### src/rtl/spm_seq_pkg.sv
// Shared types and constants for the spm operand sequencer.
// Latency: n/a (types, constants and a width helper only).
// Backpressure: n/a.
// Contents: spm_seq_state_t FSM encoding, SPM_WIDTH default operand width,
//           spm_cnt_width() sizing helper for the bit counter.
package spm_pkg;

  localparam int SPM_WIDTH = 32;

  typedef enum logic [2:0] {
    ST_IDLE  = 3'd0,
    ST_CLEAR = 3'd1,
    ST_SHIFT = 3'd2,
    ST_CAPT  = 3'd3,
    ST_DONE  = 3'd4
  } spm_seq_state_t;

  // Bits needed to count 0..n-1; never narrower than one bit.
  function automatic int spm_cnt_width(input int n);
    return (n <= 2) ? 1 : $clog2(n);
  endfunction

endpackage

### src/rtl/spm_seq_if.sv
// Operand-in / product-out handshake bundle for spm_seq.
// Latency: n/a (wires only).
// Backpressure: valid/ready on both the operand and the product side.
// Ports: in_valid/in_ready/a/b (operand pair), out_valid/out_ready/product.
//        master = producer/consumer side, slave = sequencer side.
interface spm_seq_if
  import spm_pkg::*;
#(
  parameter int WIDTH = SPM_WIDTH
) ();

  logic                 in_valid;
  logic                 in_ready;
  logic [WIDTH-1:0]     a;
  logic [WIDTH-1:0]     b;
  logic                 out_valid;
  logic                 out_ready;
  logic [2*WIDTH-1:0]   product;

  modport master (
    output in_valid, a, b, out_ready,
    input  in_ready, out_valid, product
  );

  modport slave (
    input  in_valid, a, b, out_ready,
    output in_ready, out_valid, product
  );

endinterface

### src/rtl/spm_seq_sipo.sv
// Serial-in / parallel-out product register; bits enter at the MSB and shift right.
// Latency: one cycle from shift_en to the bit landing in q.
// Backpressure: none; shifts whenever shift_en is high, clr has priority.
// Ports: clk, rst (sync, active-high), clr (sync clear), shift_en, din, q.
module spm_seq_sipo #(
  parameter int W = 64
) (
  input  logic         clk,
  input  logic         rst,
  input  logic         clr,
  input  logic         shift_en,
  input  logic         din,
  output logic [W-1:0] q
);

  logic [W-1:0] q_q;
  logic [W-1:0] q_d;

  always_comb begin
    q_d = q_q;
    if (clr) begin
      q_d = '0;
    end else if (shift_en) begin
      // LSB-first arrival: after W shifts the first bit sits at q[0].
      q_d = {din, q_q[W-1:1]};
    end
  end

  always_ff @(posedge clk) begin
    if (rst) begin
      q_q <= '0;
    end else begin
      q_q <= q_d;
    end
  end

  assign q = q_q;

endmodule

### src/rtl/spm_seq.sv
// Operand sequencer and product collector around the serial-parallel multiplier array.
// Latency: 2*WIDTH+3 cycles from operand accept to out_valid; initiation interval 2*WIDTH+4.
// Backpressure: in_ready only in IDLE; DONE holds product/spm_x frozen until out_ready.
// Ports: clk, rst (sync, active-high); bus (spm_seq_if.slave: operand and product handshakes);
//        spm_x/spm_y/spm_clr to the array, spm_p serial product bit back from it.
// Build option: SPM_SEQ_SIGNED_EN sign-extends b into the upper half of the
//        serial stream (two's-complement product, needs the signed-x array);
//        undefined, the upper half is zero-filled (unsigned product).
module spm_seq
  import spm_pkg::*;
#(
  parameter int WIDTH = SPM_WIDTH
) (
  input  logic             clk,
  input  logic             rst,
  spm_seq_if.slave         bus,
  output logic [WIDTH-1:0] spm_x,
  output logic             spm_y,
  output logic             spm_clr,
  input  logic             spm_p
);

  localparam int PW    = 2 * WIDTH;
  localparam int CNT_W = spm_cnt_width(PW);
  localparam logic [CNT_W-1:0] CNT_LAST = CNT_W'(PW - 1);

  spm_seq_state_t   state_q, state_d;
  logic [CNT_W-1:0] cnt_q, cnt_d;
  logic [WIDTH-1:0] x_q, x_d;
  logic [WIDTH-1:0] bsh_q, bsh_d;
  logic             y_q, y_d;
  logic             prod_clr;
  logic             prod_shift;
  logic             ext_fill;

  // Fill bit entering the top of the operand shifter. After WIDTH shifts the
  // LSB presents only this bit, which supplies the extension half of the stream.
`ifdef SPM_SEQ_SIGNED_EN
  assign ext_fill = bsh_q[WIDTH-1];
`else
  assign ext_fill = 1'b0;
`endif

  always_comb begin
    state_d    = state_q;
    cnt_d      = cnt_q;
    x_d        = x_q;
    bsh_d      = bsh_q;
    y_d        = 1'b0;
    prod_clr   = 1'b0;
    prod_shift = 1'b0;
    case (state_q)
      ST_IDLE: begin
        if (bus.in_valid) begin
          state_d  = ST_CLEAR;
          x_d      = bus.a;
          bsh_d    = bus.b;
          cnt_d    = '0;
          prod_clr = 1'b1;
        end
      end
      ST_CLEAR: begin
        // y is registered, so bit 0 is loaded here to appear in SHIFT cnt=0.
        y_d     = bsh_q[0];
        bsh_d   = {ext_fill, bsh_q[WIDTH-1:1]};
        state_d = ST_SHIFT;
      end
      ST_SHIFT: begin
        // Array output lags y by one cycle: cnt=0 has no product bit yet.
        prod_shift = (cnt_q != '0);
        if (cnt_q == CNT_LAST) begin
          state_d = ST_CAPT;
        end else begin
          y_d   = bsh_q[0];
          bsh_d = {ext_fill, bsh_q[WIDTH-1:1]};
          cnt_d = cnt_q + 1'b1;
        end
      end
      ST_CAPT: begin
        prod_shift = 1'b1;
        state_d    = ST_DONE;
      end
      ST_DONE: begin
        if (bus.out_ready) begin
          state_d = ST_IDLE;
        end
      end
      default: begin
        state_d = ST_IDLE;
      end
    endcase
  end

  always_ff @(posedge clk) begin
    if (rst) begin
      state_q <= ST_IDLE;
      cnt_q   <= '0;
      x_q     <= '0;
      bsh_q   <= '0;
      y_q     <= 1'b0;
    end else begin
      state_q <= state_d;
      cnt_q   <= cnt_d;
      x_q     <= x_d;
      bsh_q   <= bsh_d;
      y_q     <= y_d;
    end
  end

  spm_seq_sipo #(
    .W (PW)
  ) u_sipo (
    .clk      (clk),
    .rst      (rst),
    .clr      (prod_clr),
    .shift_en (prod_shift),
    .din      (spm_p),
    .q        (bus.product)
  );

  assign bus.in_ready  = (state_q == ST_IDLE);
  assign bus.out_valid = (state_q == ST_DONE);
  assign spm_x         = x_q;
  assign spm_y         = y_q;
  // Array is held clear for the whole of reset as well as the CLEAR cycle.
  assign spm_clr       = rst | (state_q == ST_CLEAR);

endmodule

### src/flat_wrapper.sv
// flat-port wrapper written by rule: the top's interface ports become plain ports
module spm_seq_flat import spm_pkg::*;
#(
  parameter int WIDTH = SPM_WIDTH
)
  (clk, rst, spm_x, spm_y, spm_clr, spm_p, bus_in_valid, bus_a, bus_b, bus_out_ready, bus_in_ready, bus_out_valid, bus_product);
  spm_seq_if #(.WIDTH(WIDTH)) bus_i ();
  input  logic clk;
  input  logic rst;
  output logic [WIDTH-1:0] spm_x;
  output logic spm_y;
  output logic spm_clr;
  input  logic spm_p;
  input wire logic [$bits(bus_i.in_valid)-1:0] bus_in_valid;
  input wire logic [$bits(bus_i.a)-1:0] bus_a;
  input wire logic [$bits(bus_i.b)-1:0] bus_b;
  input wire logic [$bits(bus_i.out_ready)-1:0] bus_out_ready;
  output wire logic [$bits(bus_i.in_ready)-1:0] bus_in_ready;
  output wire logic [$bits(bus_i.out_valid)-1:0] bus_out_valid;
  output wire logic [$bits(bus_i.product)-1:0] bus_product;
  assign bus_i.in_valid = bus_in_valid;
  assign bus_i.a = bus_a;
  assign bus_i.b = bus_b;
  assign bus_i.out_ready = bus_out_ready;
  assign bus_in_ready = bus_i.in_ready;
  assign bus_out_valid = bus_i.out_valid;
  assign bus_product = bus_i.product;
  spm_seq #(.WIDTH(WIDTH)) u_core (.clk(clk), .rst(rst), .bus(bus_i), .spm_x(spm_x), .spm_y(spm_y), .spm_clr(spm_clr), .spm_p(spm_p));
endmodule
### config.mk
export PLATFORM = sky130hd
export DESIGN_NAME = spm_seq_flat
export DESIGN_NICKNAME = d
export VERILOG_FILES = /design/src/rtl/spm_seq_pkg.sv /design/src/rtl/spm_seq_if.sv /design/src/rtl/spm_seq_sipo.sv /design/src/rtl/spm_seq.sv /design/src/flat_wrapper.sv
export SDC_FILE = /design/constraint.sdc
export NUM_CORES = 1
export LEC_CHECK = 0
export ABC_AREA = 1
export CAP_MARGIN = 10
export CORE_UTILIZATION = 51
export CTS_CLUSTER_SIZE = 16
export DETAILED_ROUTE_END_ITERATION = 12
export PLACE_DENSITY = 0.81
export SYNTH_ARGS = -nofsm -noshare
export SYNTH_HDL_FRONTEND = slang
export SYNTH_SLANG_ARGS = --single-unit
### constraint.sdc
create_clock -name clk -period 2.5 [get_ports clk]
set_input_delay 0.25 -clock clk [delete_from_list [all_inputs] [get_ports clk]]
set_output_delay 0.25 -clock clk [all_outputs]
set_load 0.05 [all_outputs]
==> qor.yml <==
first_pass_iters: 5
grt_pass1_vias: 4969
synthDistinctLibCells: 23
tritoncts: "done"
yosys-top-cells-area: "dfxtp_1 48%, nand2_1 18%, nand3_1 9.2%, a21oi_1 9.1%, nor2_1 4.9%"
clock_latency_ns: 0.41
drc: 0
p_switching_mw: 2.28
ys_seq_elements: 138
via_per_inst: 5.08
cts_resized: 0
drive_above_1_share_pct: 5.64
crit_path_end_kind: "primary output"
core_sq_um: 10900
fmaxAchievable_mhz: 447
post-place-ws_ns: 0.529
period_needed_ns: 2.24
start_util_pct: 52.9
post_drt_wl_per_cell_um: 12.6
synthToLayoutAreaGrowth_pct: 39.0
row_count: 38
dr_total_vias: 5664
drv_slew: 0
slew_headroom_pct: 59.9
overflow: 0
cts.sinks: 138
gp_congestion: 0.811
power.leakage_nw: 3.15
post_dp_cell_area_sq_um: 7420
gr-usage-all-layers_pct: 24.1
antenna_found_initial: 0
ys_warn_count: 0
syn-instance-count: 820
cts_setup_buffers: 0
routed_wl_mm: 14.1
hold_viol_final: 0
crit_fanout: 4
cp_data_arrival_time_ns: 1.99
finalSetupTns_ns: 0
syn_nets: 891
slowest_stage: "clkdlybuf4s50_1"
clock_path_buffers: 2
worstSetupPathType: "reg -> out"
cp_top_family: "buffers and inverters"
required_ns: 2.25
startpoint_type: "flip-flop"
grt_pass1_wl_mm: 22.5
cts-root-buf: "clkbuf_16"
ant_nets: 0
yosys.area.top_type: "dfxtp_1"
power.total_mw: 6.97
setup_viol: 0
die_area_sq_um: 11800
cts_buffers: 17
finClkSkew_ns: 0.00720
boundaryPins: 169
rsz0062_at_grt: "no"
die_h_um: 108
seqPwrFrac_pct: 36.3
yosysSeqAreaShare_pct: 47.8
worst_pin_slew_ns: 0.601
fin_area_sq_um: 8040
worst_slack_ns: 0.264
drtIter0Drc: 419
io_buffer_count: 168
p_per_area_nw_per_um2: 867
path_depth: 3
n_antenna_cell: 0
critPathBufInv: 2
p_clk_share_pct: 37.4
fp.dieW_um: 108
ctsHoldBuffers: 0
outcome: "finished clean"
comb_power_share_pct: 26.3
cpPeakStageDelay_ns: 0.87
final_core_util_pct: 73.5
peakVddDrop_mv: 0.539
p_int_mw: 4.69
maxCapViolations: 0
hold-path-cell-count: 3
worstRegToRegCells: 8
cp_cell_sequence: "inv_2, nor3_1, clkdlybuf4s50_1"
cts_max_level: 4
dp_hpwl_mm: 8.69
finalCritPeriodShare_pct: 89.4
grt_max_degree: 65
yosys.area.top_type_share_pct: 47.8
hold_class: "in -> reg"
swShare_pct: 32.7
final_nets: 1033
avgSynthCellArea_sq_um: 7.05
syn_area_sq_um: 5780
clkSlewWorstSetupHoldPaths_ns: 0.06
==> per-stage QoR <==
step,std cells,hold slack [ns]
3_3_place_gp,1083,0.436
6_report,1115,0.389
2_1_floorplan,820,0.331
5_1_grt,1115,0.385
4_1_cts,1115,0.373
3_5_place_dp,1083,0.441
==> routing by layer <==
layer	wire length (um)	global-route usage, %
met2	6530	38.5
met5	0	0
met1	6420	30.0
met4	255	10.7
met3	866	7.11
==> sequential cells by signal, summed over array words and instances (netlist names) <==
register / cells
u_core.spm_y: 1
u_core.spm_x: 32
u_core.bsh_q: 32
u_core.state_q: 3
u_core.cnt_q: 6
u_core.u_sipo.q: 64
==> Yosys cell counts (all sizes together) <==
master,number
a21oi,105
a22oi,1
buf,48
clkbuf,8
clkinv,1
dfxtp,138
ha,2
inv,44
nand2,281
nand3,107
nand4,2
nor2,78
nor3,2
o211ai,1
o21ai,1
o21bai,1
==> worst register-to-register path: stages (launching register included) <==
cell and delay (ns):
dfxtp_1 0.45, nor2_2 0.06, nand2_1 0.09, buf_4 0.37, nand2_2 0.45, nand2_1 0.19, nand2_1 0.07, nor2_1 0.12
nor2_1 0.07
==> logic make-up after synthesis <==
logic type / Yosys count / share of synthesized area [%]
buffers and inverters: 101 / 8.70
AOI/OAI and AO/OA: 109 / 9.57
adders and majority gates: 2 / 0.433
DFF: 138 / 47.8
and+or+nand+nor: 470 / 33.5
==> cell type report <==
| type | count | area, sq um |
|---|---|---|
| fill | 898 | 2900 |
| sequential | 138 | 2760 |
| multi-input combinational | 581 | 2520 |
| timing repair buffer | 179 | 1790 |
| clock buffer | 26 | 509 |
| tap | 140 | 175 |
| inverter | 45 | 169 |
| clock inverter | 6 | 109 |
==> worst paths after layout <==
| check | start | end | slack (ns) |
|---|---|---|---|
| setup / recovery | u_core.state_q[2] | bus_out_valid | 0.26 |
| hold / removal | bus_a[1] | u_core.spm_x[1] | 0.39 |
| setup reg to reg | u_core.state_q[0] | u_core.bsh_q[0] | 0.52 |
| hold reg to reg | u_core.u_sipo.q[0] | u_core.u_sipo.q[0] | 0.46 |
==> power by group through the flow <==
stage	Clock [mW]	Sequential (mW)	Combinational [mW]
2_1_floorplan	0	2.76	1.25
3_3_place_gp	0	2.57	1.80
3_5_place_dp	0	2.57	1.82
4_1_cts	2.64	2.53	1.84
5_1_grt	2.73	2.56	2.04
6_report	2.61	2.53	1.83
==> placed cells by master, fill, tap and decap left out <==
cell type          n
inv_2              6
clkbuf_16         17
clkinv_2           2
clkbuf_1           4
bufinv_16          3
clkbuf_8           5
nor2_4             1
nand3_2            1
nand2_1          276
buf_4             10
nand2_2            3
clkinv_1           1
inv_1             38
o21ai_0            1
nor2_1            75
nand4_1            2
buf_12             2
a22oi_1            1
nand2_4            2
a21oi_1          105
o21bai_1           1
clkinv_4           1
nand3_1          106
dfxtp_1          138
o211ai_1           1
ha_1               2
clkdlybuf4s50_1  167
nor2_2             2
nor3_1             2
No activity file was read; power rests on OpenSTA's default activity.
